===== src/rtl/multi_flux_fifo_pkg.sv =====
// Shared sizing helpers for the multi-flux FIFO and the actors that talk to it.
package multi_flux_fifo_pkg;

   // Per-queue operation selected in one cycle, encoded as {push, pop}.
   typedef enum logic [1:0] {
      Q_IDLE = 2'b00,
      Q_POP  = 2'b01,
      Q_PUSH = 2'b10,
      Q_BOTH = 2'b11
   } q_op_e;

   // Width of a flux tag. It is never narrower than one bit, so a single-flux FIFO still has a port.
   function automatic int tag_width(input int flux);
      return (flux > 1) ? $clog2(flux) : 1;
   endfunction

   // Width of a read or write pointer inside one queue.
   function automatic int ptr_width(input int depth);
      return (depth > 1) ? $clog2(depth) : 1;
   endfunction

   // Width of an occupancy count. One extra bit lets the count reach DEPTH.
   function automatic int cnt_width(input int depth);
      return ptr_width(depth) + 1;
   endfunction

endpackage


===== src/rtl/multi_flux_fifo_flux_queue.sv =====
// One flux queue: circular storage with pointers and an occupancy count.
// The enables arrive already qualified: push_en_i is never set when the queue is full,
// and pop_en_i is never set when it is empty.
module multi_flux_fifo_flux_queue
   import multi_flux_fifo_pkg::*;
#(
   parameter int DATA_WIDTH = 32,
   parameter int DEPTH      = 8
) (
   input  logic                  clk,
   input  logic                  rst,
   input  logic                  push_en_i,
   input  logic                  pop_en_i,
   input  logic [DATA_WIDTH-1:0] din_i,
   output logic [DATA_WIDTH-1:0] head_o,
   output logic                  empty_o,
   output logic                  full_o
);

   localparam int PTR_W = ptr_width(DEPTH);
   localparam int CNT_W = cnt_width(DEPTH);
   localparam logic [CNT_W-1:0] FULL_CNT = CNT_W'(DEPTH);

   logic [DATA_WIDTH-1:0] mem_q [DEPTH];
   logic [PTR_W-1:0]      wr_ptr_q, wr_ptr_d;
   logic [PTR_W-1:0]      rd_ptr_q, rd_ptr_d;
   logic [CNT_W-1:0]      count_q, count_d;
   q_op_e                 op;

   // Next-state logic for the pointers and the count. DEPTH is a power of two, so the pointers wrap for free.
   always_comb begin
      // NOTE: each variable gets a default before the case statement, so no path can leave it unassigned and infer a latch.
      wr_ptr_d = wr_ptr_q;
      rd_ptr_d = rd_ptr_q;
      count_d  = count_q;
      op       = q_op_e'({push_en_i, pop_en_i});
      case (op)
         Q_PUSH: begin
            wr_ptr_d = wr_ptr_q + PTR_W'(1);
            count_d  = count_q + CNT_W'(1);
         end
         Q_POP: begin
            rd_ptr_d = rd_ptr_q + PTR_W'(1);
            count_d  = count_q - CNT_W'(1);
         end
         Q_BOTH: begin
            wr_ptr_d = wr_ptr_q + PTR_W'(1);
            rd_ptr_d = rd_ptr_q + PTR_W'(1);
         end
         default: ;
      endcase
   end

   // Pointer and count registers. A reset empties the queue immediately.
   always_ff @(posedge clk or posedge rst) begin
      // NOTE: sequential state uses non-blocking assignments, so every register samples its pre-edge inputs.
      if (rst) begin
         wr_ptr_q <= '0;
         rd_ptr_q <= '0;
         count_q  <= '0;
      end else begin
         wr_ptr_q <= wr_ptr_d;
         rd_ptr_q <= rd_ptr_d;
         count_q  <= count_d;
      end
   end

   // Token storage.
   always_ff @(posedge clk) begin
      // NOTE: storage is left out of reset on purpose. The count already makes stale entries unreachable.
      if (push_en_i) begin
         mem_q[wr_ptr_q] <= din_i;
      end
   end

   // Head and status come only from registered state, so data pushed this cycle cannot fall through.
   assign head_o  = mem_q[rd_ptr_q];
   assign empty_o = (count_q == '0);
   assign full_o  = (count_q == FULL_CNT);

endmodule


===== src/rtl/multi_flux_fifo.sv =====
// Multi-flux FIFO: FLUX independent queues behind one write port and one show-ahead read port.
// The producer steers each token with wr_tag. The consumer pops with a one-hot rd_read.
module multi_flux_fifo
   import multi_flux_fifo_pkg::*;
#(
   parameter  int FLUX       = 2,
   parameter  int DATA_WIDTH = 32,
   parameter  int DEPTH      = 8,
   localparam int TAG_WIDTH  = tag_width(FLUX)
) (
   input  logic                  clk,
   input  logic                  rst,
   input  logic                  wr_write,
   input  logic [TAG_WIDTH-1:0]  wr_tag,
   input  logic [DATA_WIDTH-1:0] wr_din,
   output logic [FLUX-1:0]       wr_full,
   input  logic [FLUX-1:0]       rd_read,
   output logic [DATA_WIDTH-1:0] rd_dout,
   output logic [FLUX-1:0]       rd_empty,
   output logic                  err_overflow,
   output logic                  err_underflow
);

   logic [FLUX-1:0]       push_en, pop_en;
   logic [DATA_WIDTH-1:0] heads [FLUX];
   logic [TAG_WIDTH-1:0]  rd_sel, nz_sel, out_sel;
   logic                  rd_found, nz_found, read_multi;
   logic                  ovf_evt, unf_evt;
   logic                  err_overflow_q, err_overflow_d;
   logic                  err_underflow_q, err_underflow_d;

   for (genvar g = 0; g < FLUX; g++) begin : g_flux
      multi_flux_fifo_flux_queue #(
         .DATA_WIDTH (DATA_WIDTH),
         .DEPTH      (DEPTH)
      ) u_queue (
         .clk       (clk),
         .rst       (rst),
         .push_en_i (push_en[g]),
         .pop_en_i  (pop_en[g]),
         .din_i     (wr_din),
         .head_o    (heads[g]),
         .empty_o   (rd_empty[g]),
         .full_o    (wr_full[g])
      );
   end

   // Push decode. A tag that matches no flux, or a push to a full flux, is dropped and counted as an overflow.
   always_comb begin
      push_en = '0;
      for (int i = 0; i < FLUX; i++) begin
         push_en[i] = wr_write && (wr_tag == TAG_WIDTH'(i)) && !wr_full[i];
      end
      ovf_evt = wr_write && (push_en == '0);
   end

   // Pop priority select, show-ahead output mux and underflow detection.
   always_comb begin
      rd_sel   = '0;
      nz_sel   = '0;
      rd_found = 1'b0;
      nz_found = 1'b0;
      pop_en   = '0;
      for (int i = 0; i < FLUX; i++) begin
         if (!rd_found && rd_read[i]) begin
            rd_sel   = TAG_WIDTH'(i);
            rd_found = 1'b1;
         end
         if (!nz_found && !rd_empty[i]) begin
            nz_sel   = TAG_WIDTH'(i);
            nz_found = 1'b1;
         end
      end
      read_multi = (rd_read & (rd_read - FLUX'(1))) != '0;
      if (rd_found) begin
         pop_en[rd_sel] = !rd_empty[rd_sel];
      end
      unf_evt = read_multi || (rd_found && rd_empty[rd_sel]);
      // With no read request the output previews the first non-empty flux.
      out_sel = rd_found ? rd_sel : nz_sel;
      rd_dout = rd_empty[out_sel] ? '0 : heads[out_sel];
   end

   // Sticky error flags. Only reset clears them.
   always_comb begin
      err_overflow_d  = err_overflow_q  | ovf_evt;
      err_underflow_d = err_underflow_q | unf_evt;
   end

   // Error flag registers.
   always_ff @(posedge clk or posedge rst) begin
      if (rst) begin
         err_overflow_q  <= 1'b0;
         err_underflow_q <= 1'b0;
      end else begin
         err_overflow_q  <= err_overflow_d;
         err_underflow_q <= err_underflow_d;
      end
   end

   assign err_overflow  = err_overflow_q;
   assign err_underflow = err_underflow_q;

endmodule

===== config.mk =====
export PLATFORM = sky130hd
export DESIGN_NAME = multi_flux_fifo
export DESIGN_NICKNAME = d
export VERILOG_FILES = /design/src/rtl/multi_flux_fifo_pkg.sv /design/src/rtl/multi_flux_fifo_flux_queue.sv /design/src/rtl/multi_flux_fifo.sv
export SDC_FILE = /design/constraint.sdc
export NUM_CORES = 1
export LEC_CHECK = 0
export CAP_MARGIN = 20
export CORE_MARGIN = 1
export CORE_UTILIZATION = 42
export DETAILED_ROUTE_END_ITERATION = 6
export GPL_ROUTABILITY_DRIVEN = 0
export PLACE_DENSITY_LB_ADDON = 0.3
export SYNTH_ARGS = -nofsm -noshare
export SYNTH_HDL_FRONTEND = slang
export SYNTH_HIERARCHICAL = 1
export SYNTH_SLANG_ARGS = --single-unit

===== constraint.sdc =====
create_clock -name clk -period 5.1 [get_ports clk]
set_input_delay 1.275 -clock clk [delete_from_list [all_inputs] [get_ports clk]]
set_output_delay 1.275 -clock clk [all_outputs]
set_load 0.02 [all_outputs]

==> summary.txt, run 1 <==
Outcome
  • Outcome: finished clean

STA
  • Min cycle time layout: 4730 ps
  • Unrepaired setup endpoints after global routing: false
  • Slew Limit Fails: 0
  • Setup violators final: 0
  • Min setup slack post-route: 368 ps
  • Fin Setup TNS: 0 ps
  • Hold Fails Final Rpt: 0
  • Slew at the pin with the worst max-slew slack: 838 ps
  • Period Utilization, post-route: 92.8%
  • Clock Skew: 10.2 ps
  • Slew margin rel.: 44.2%
  • Fmax: 211 MHz

Layout
  • FF+latch area: 0.0159 mm^2
  • Fin cells: 1757
  • Filler Cell Count: 4040
  • Multi-input logic area: 0.00506 mm^2
  • Area added between synthesis and finish: 15.8%
  • Layout cells sized above 1: 27.6%
  • Fin nets: 1097
  • # diodes: 0

Power and ir drop
  • Leakage power: 0.00795 uW
  • PwrDens: 546 mW/mm^2
  • Peak supply drop: 0.000287 V

Yosys
  • Flops & latches, synth: 534
  • Synth warnings: 6
  • Syn Inst Count: 926
  • EDFF count, synth: 512
  • Synth top area cells: edfxtp_1 72%, mux4_2 8.2%, mux4_1 6.2%
  • Most numerous cell in the Yosys netlist: edfxtp_1
  • Post-synth net total: 978
  • Top-area cell type share of the netlist area: 72.2%
  • Synthesized cell area: 0.0213 mm^2
  • Distinct cells, synth: 42
  • Post-synthesis sequential area ratio: 74.8%
  • Mean Syn Cell Area: 23.0 um^2
  • Commonest cells post-synth: 512 x edfxtp_1, 78 x mux4_2, 71 x mux2_2
  • Leading area contributor after synthesis: edfxtp_1
  • Top FF cell, synth: edfxtp_1
  • Asr flop ratio synth: 4.12%

Placed design
  • HPWL after detailed placement: 23600 um
  • Dpl ws: 507 ps
  • Port Buffers: 75
  • Inst Count DP: 1661

Die
  • Cell Rows: 82
  • Starting Density: 42.5%
  • Top-Level Pins: 76
  • Die height: 227 um
  • Core area: 0.0501 mm^2
  • Die Wd: 227 um
  • DIE AREA: 0.0516 mm^2

Clock tree
  • Cells resized by post-CTS repair: 0
  • Clock latency on the worst-skew pair: 580 ps
  • H-tree Lvls: 2
  • Clock Tree Root: clkbuf_16
  • Worst-path clk slew: 60 ps
  • # clock sinks: 534
  • CTS tree: yes
  • Setup bufs post-CTS: 0
  • Total CTS buffers: 54
  • CTS Hold Bufs: 0
  • Clock buffer depth: 3

Drt
  • Pre-Repair DR Iteration Count: 5
  • Average wire per standard cell: 24.9 um
  • Vias per cell: 5.50
  • Drt total wl: 43700 um
  • Routed Antenna Nets: 0
  • Starting DRT DRC Count: 865
  • DR vias: 9664
  • Residual DRC count: 0

Setup path
  • Crit path capture type: primary output
  • Worst-path maximum fanout: 33
  • Critical Path Start: g_flux[1].u_queue/rd_ptr_q[0]$_DFFE_PP0P_
  • R2R Path End: g_flux[0].u_queue/count_q[3]$_DFFE_PP0P_
  • CP startpoint kind: flip-flop
  • Crit path required time: 3830 ps
  • Register-to-register setup slack: 2230 ps
  • Reg2Reg Depth: 8
  • Worst Path Class, Setup: reg2out
  • Critical path arrival: 3460 ps
  • Reg2reg start: g_flux[0].u_queue/count_q[0]$_DFFE_PP0P_

Min path
  • Worst hold endpoint: err_overflow$_DFF_PP0_
  • Worst Min Path Start: err_overflow$_DFF_PP0_
  • HP Class: reg2reg
  • Worst hold stages: 1

Global route
  • Largest net degree at the start of global routing: 35
  • First-pass GRT wire length: 65000 um
  • Vias in the first global route: 9937
  • Grt total ovfl: 0
  • All-Layer GR Usage: 17.5%
  • Initial antenna violation count: 1

Run
  • Max Cap Viol: 0
==> where the power goes <==
part	leakage [uW]	switching (uW)	internal, uW
clock	0.000818	1540	2210
combinational	0.00225	1850	2140
sequential	0.00488	467	5250
total	0.00795	3860	9600
==> layout make-up <==
| type | count | area share (%) |
|---|---|---|
| inverters | 12 | 0.183 |
| multi-input cells | 334 | 20.5 |
| clock buffers | 80 | 6.21 |
| flip-flops and latches | 534 | 64.6 |
| repair buffers | 109 | 4.48 |
| well taps | 672 | 3.41 |
| clock inverters | 16 | 0.593 |
==> flip-flops by register name, summed over array words and instances, names as in the netlist <==
| signal | cells |
|---|---|
| g_flux.u_queue/mem_q | 512 |
| g_flux.u_queue/count_q | 8 |
| g_flux.u_queue/wr_ptr_q | 6 |
| err_underflow | 1 |
| err_overflow | 1 |
| g_flux.u_queue/rd_ptr_q | 6 |
==> per-layer routing <==
| metal | global-route usage (%) | vias up | wire, um |
|---|---|---|---|
| met3 | 2.67 | 56 | 1810 |
| met1 | 24.2 | 5216 | 19600 |
| met4 | 4.78 | 2 | 719 |
| met2 | 29.0 | 216 | 21600 |
| li1 | - | 4174 | - |
| met5 | 0 | - | 12 |
==> how the worst max path moves through the flow <==
| stage | end | slack (ps) | depth (start not counted) |
|---|---|---|---|
| detailed placement | rd_dout[14] | 510 | 5 |
| CTS | rd_dout[14] | 270 | 5 |
| floorplan | g_flux[0].u_queue/mem_q[4][0]$_DFFE_PP_ | 550 | 3 |
| global route | rd_dout[14] | 190 | 5 |
| finish | rd_dout[14] | 370 | 5 |
| global placement | rd_dout[16] | 560 | 5 |
==> through the flow <==
step / total power, uW / hold WS, ps / cell area [um^2] / utilization (%)
6_report: 13500 / 472 / 24700 / 49.3
2_1_floorplan: 8480 / 459 / 21300 / -
3_5_place_dp: 9870 / 465 / 23000 / 45.9
5_1_grt: 14000 / 503 / 24700 / 49.3
3_3_place_gp: 9830 / 454 / 23000 / 45.9
4_1_cts: 13600 / 478 / 24700 / 49.3
==> worst max-delay path, cell delays in order (launching register included) <==
cell and delay [ps]:
dfrtp_4 880, buf_4 310, mux4_1 600, mux2_2 290, a22o_2 230, clkdlybuf4s50_1 540
==> cell usage in the layout (no fill, tap or decap), types with 3 or more instances in the layout <==
cell	n
mux4_1	50
a22o_2	21
a21o_1	3
clkinv_1	7
o21ai_0	4
dfrtp_1	16
clkbuf_16	57
bufinv_16	3
nand2_1	5
nand2b_1	6
mux4_2	78
mux2_2	71
dfrtp_2	4
nor2_1	8
buf_12	8
nor3_2	4
ha_1	14
a22o_1	11
clkdlybuf4s50_1	75
a21oi_1	3
clkbuf_1	21
xnor2_1	12
nor2_4	12
edfxtp_1	512
buf_4	26
clkinv_2	6
inv_1	11
==> cell families (layout without fill, tap and decap cells) <==
family	Yosys count	count (layout)	share of synthesized area, %
flops	534	534	74.8
mux	201	201	18.3
buf+inv	58	217	1.97
compound gates	53	53	2.27
simple gates	52	52	1.32
fa+ha+maj	14	14	0.822
xor+xnor	14	14	0.576
(Power assumes the default switching activity.)
==> inputs of run 2 (changes only) <==
--- a/config.mk
+++ b/config.mk
@@ -11,6 +11,7 @@
 export DETAILED_ROUTE_END_ITERATION = 6
 export GPL_ROUTABILITY_DRIVEN = 0
 export PLACE_DENSITY_LB_ADDON = 0.3
+export REMOVE_ABC_BUFFERS = 1
 export SYNTH_ARGS = -nofsm -noshare
 export SYNTH_HDL_FRONTEND = slang
 export SYNTH_HIERARCHICAL = 1
==> summary.txt, run 2 (same netlist as run 1, synthesis figures left out) <==
Layout
  • Commonest non-fill, non-tap cell in the layout: edfxtp_1
  • Filler Cell Count: 4094 (+1.3%)
  • # diodes: 0 (unchanged)
  • Area added between synthesis and finish: 15.5%
  • Layout cells sized above 1: 28.0% (+0.38 points)
  • Reg with most FFs: g_flux.u_queue/mem_q
  • Regs by FF count: g_flux.u_queue/mem_q: 512 flops, g_flux.u_queue/count_q: 8 flops
  • FF+latch area: 0.0159 mm^2 (unchanged)
  • Layout Utilization: 49.1% (-0.14 points)
  • Design area: 0.0246 mm^2 (-0.28%)
  • Number of flip-flops in the largest register: 512 (unchanged)
  • Commonest non-fill, non-tap cells in the layout: 512 x edfxtp_1, 78 x mux4_2, 75 x clkdlybuf4s50_1
  • Fin nets: 1099 (+0.18%)
  • Multi-input logic area: 0.00506 mm^2 (unchanged)

Power and ir drop
  • Leakage power: 0.00792 uW (-0.31%)
  • Peak supply drop: 0.000315 V (+10%)
  • Pwr Total: 13300 uW (-1.1%)
  • PwrDens: 541 mW/mm^2 (-0.85%)

Drt
  • Pre-Repair DR Iteration Count: 5 (unchanged)
  • Average wire per standard cell: 24.6 um (-1.1%)
  • Drt total wl: 43300 um (-0.91%)
  • Routed Antenna Nets: 0 (unchanged)
  • DR vias: 9559 (-1.1%)
  • Starting DRT DRC Count: 745 (-14%)
  • Residual DRC count: 0 (unchanged)
  • Vias per cell: 5.43 (-1.3%)

Global route
  • Largest net degree at the start of global routing: 43 (+23%)
  • First-pass GRT wire length: 63700 um (-2.0%)
  • All-Layer GR Usage: 17.2% (-0.30 points)
  • Grt total ovfl: 0 (unchanged)
  • Initial antenna violation count: 3 (+2)
  • Vias in the first global route: 9834 (-1.0%)

Clock tree
  • H-tree Lvls: 2 (unchanged)
  • Clock buffer depth: 3 (unchanged)
  • Clock Tree Root: clkbuf_16
  • Clock latency on the worst-skew pair: 590 ps (about the same)
  • CTS Hold Bufs: 0 (unchanged)
  • Worst-path clk slew: 60 ps (about the same)
  • CTS tree: yes
  • # clock sinks: 534 (unchanged)
  • Cells resized by post-CTS repair: 0 (unchanged)
  • Total CTS buffers: 52 (-3.7%)
  • Setup bufs post-CTS: 0 (unchanged)

Setup path
  • Crit-path cells: buf_4 -> mux4_1 -> mux2_2 -> a22o_2 -> clkdlybuf4s50_1
  • Kind of cell adding the most delay to the critical path: buffers and inverters
  • Crit path required time: 3830 ps (about the same)
  • Worst Path Class, Setup: reg2out
  • Crit path capture type: primary output
  • Crit-path slowest cell: dfrtp_4
  • Crit. path cell count: 5 (unchanged)
  • Reg2Reg Depth: 7 (-1)
  • Worst-path maximum fanout: 25 (-24%)
  • Delay of the slowest cell on the worst path: 730 ps (-150 ps)
  • WP buf/inv: 2 (unchanged)
  • CP startpoint kind: flip-flop
  • Critical path arrival: 3390 ps (-70 ps)

STA
  • WHS: 482 ps (+10.5 ps)
  • Clock Skew: 21.1 ps (+10.9 ps)
  • Slew margin rel.: 50.4% (+6.3 points)
  • Setup violators final: 0 (unchanged)
  • Hold Fails Final Rpt: 0 (unchanged)
  • Period Utilization, post-route: 91.6% (-1.2 points)
  • Slew at the pin with the worst max-slew slack: 742 ps (-95.8 ps)
  • Fmax: 214 MHz (+1.3%)
  • Min cycle time layout: 4670 ps (-62.9 ps)
  • Unrepaired setup endpoints after global routing: false
  • Slew Limit Fails: 0 (unchanged)
  • Fin Setup TNS: 0 ps (unchanged)

Die
  • Starting Density: 42.5% (unchanged)
  • Top-Level Pins: 76 (unchanged)
  • Core area: 0.0501 mm^2 (unchanged)
  • Die height: 227 um (unchanged)
  • Die Wd: 227 um (unchanged)
  • DIE AREA: 0.0516 mm^2 (unchanged)
  • Cell Rows: 82 (unchanged)

Outcome
  • Outcome: finished clean

Min path
  • HP Class: reg2reg
  • Worst hold stages: 1 (unchanged)

Placed design
  • DP Area: 0.0230 mm^2 (about the same)
  • HPWL after detailed placement: 25000 um (+6.3%)
  • Port Buffers: 75 (unchanged)

Run
  • Max Cap Viol: 0 (unchanged)
[run 2: cell count changes in the layout (fill, tap and decap cells not counted), sizes merged]
cell | before | now
clkinv | 13 | 23
inv | 12 | 14
buf | 34 | 38
clkbuf | 80 | 65
clkinvlp | 0 | 2
[run 2: area by class of cell]
type / instances / share of cell area (%)
clock buffer: 65 / 5.57
clock inverter: 30 / 0.895
inverter: 12 / 0.183
multi-input combinational: 334 / 20.6
sequential: 534 / 64.8
tap: 672 / 3.42
timing repair buffer: 113 / 4.57
[run 2: layer usage]
metal	up-vias	global-route usage (%)	wire length, um
met4	6	4.70	818
met3	57	2.81	1870
li1	4193	-	-
met2	202	28.5	21700
met5	-	0	35
met1	5101	23.7	18900
[run 2: worst paths after layout]
| path | endpoint | start | slack [ps] |
|---|---|---|---|
| max | rd_dout[17] | g_flux[0].u_queue/rd_ptr_q[0]$_DFFE_PP0P_ | 430 |
| min | err_overflow$_DFF_PP0_ | err_overflow$_DFF_PP0_ | 480 |
| max reg2reg | g_flux[1].u_queue/count_q[3]$_DFFE_PP0P_ | g_flux[1].u_queue/count_q[0]$_DFFE_PP0P_ | 2120 |
| min reg2reg | err_overflow$_DFF_PP0_ | err_overflow$_DFF_PP0_ | 480 |
| max in group asynchronous | g_flux[0].u_queue/rd_ptr_q[0]$_DFFE_PP0P_ | rst | 3710 |
| min in group asynchronous | err_underflow$_DFF_PP0_ | rst | 930 |
[run 2: power by group]
part / total (uW) / internal, uW / switching [uW]
Clock: 3610 / 2050 / 1560
Sequential: 5610 / 5250 / 359
Combinational: 4090 / 2140 / 1950
[run 2: metrics by stage]
| step | worst slack (ps) | instances |
|---|---|---|
| after floorplan | 261 | 880 |
| after global placement | 578 | 1665 |
| after detailed placement | 537 | 1665 |
| after CTS | 369 | 1760 |
| after global routing | 273 | 1760 |
| final | 431 | 1760 |
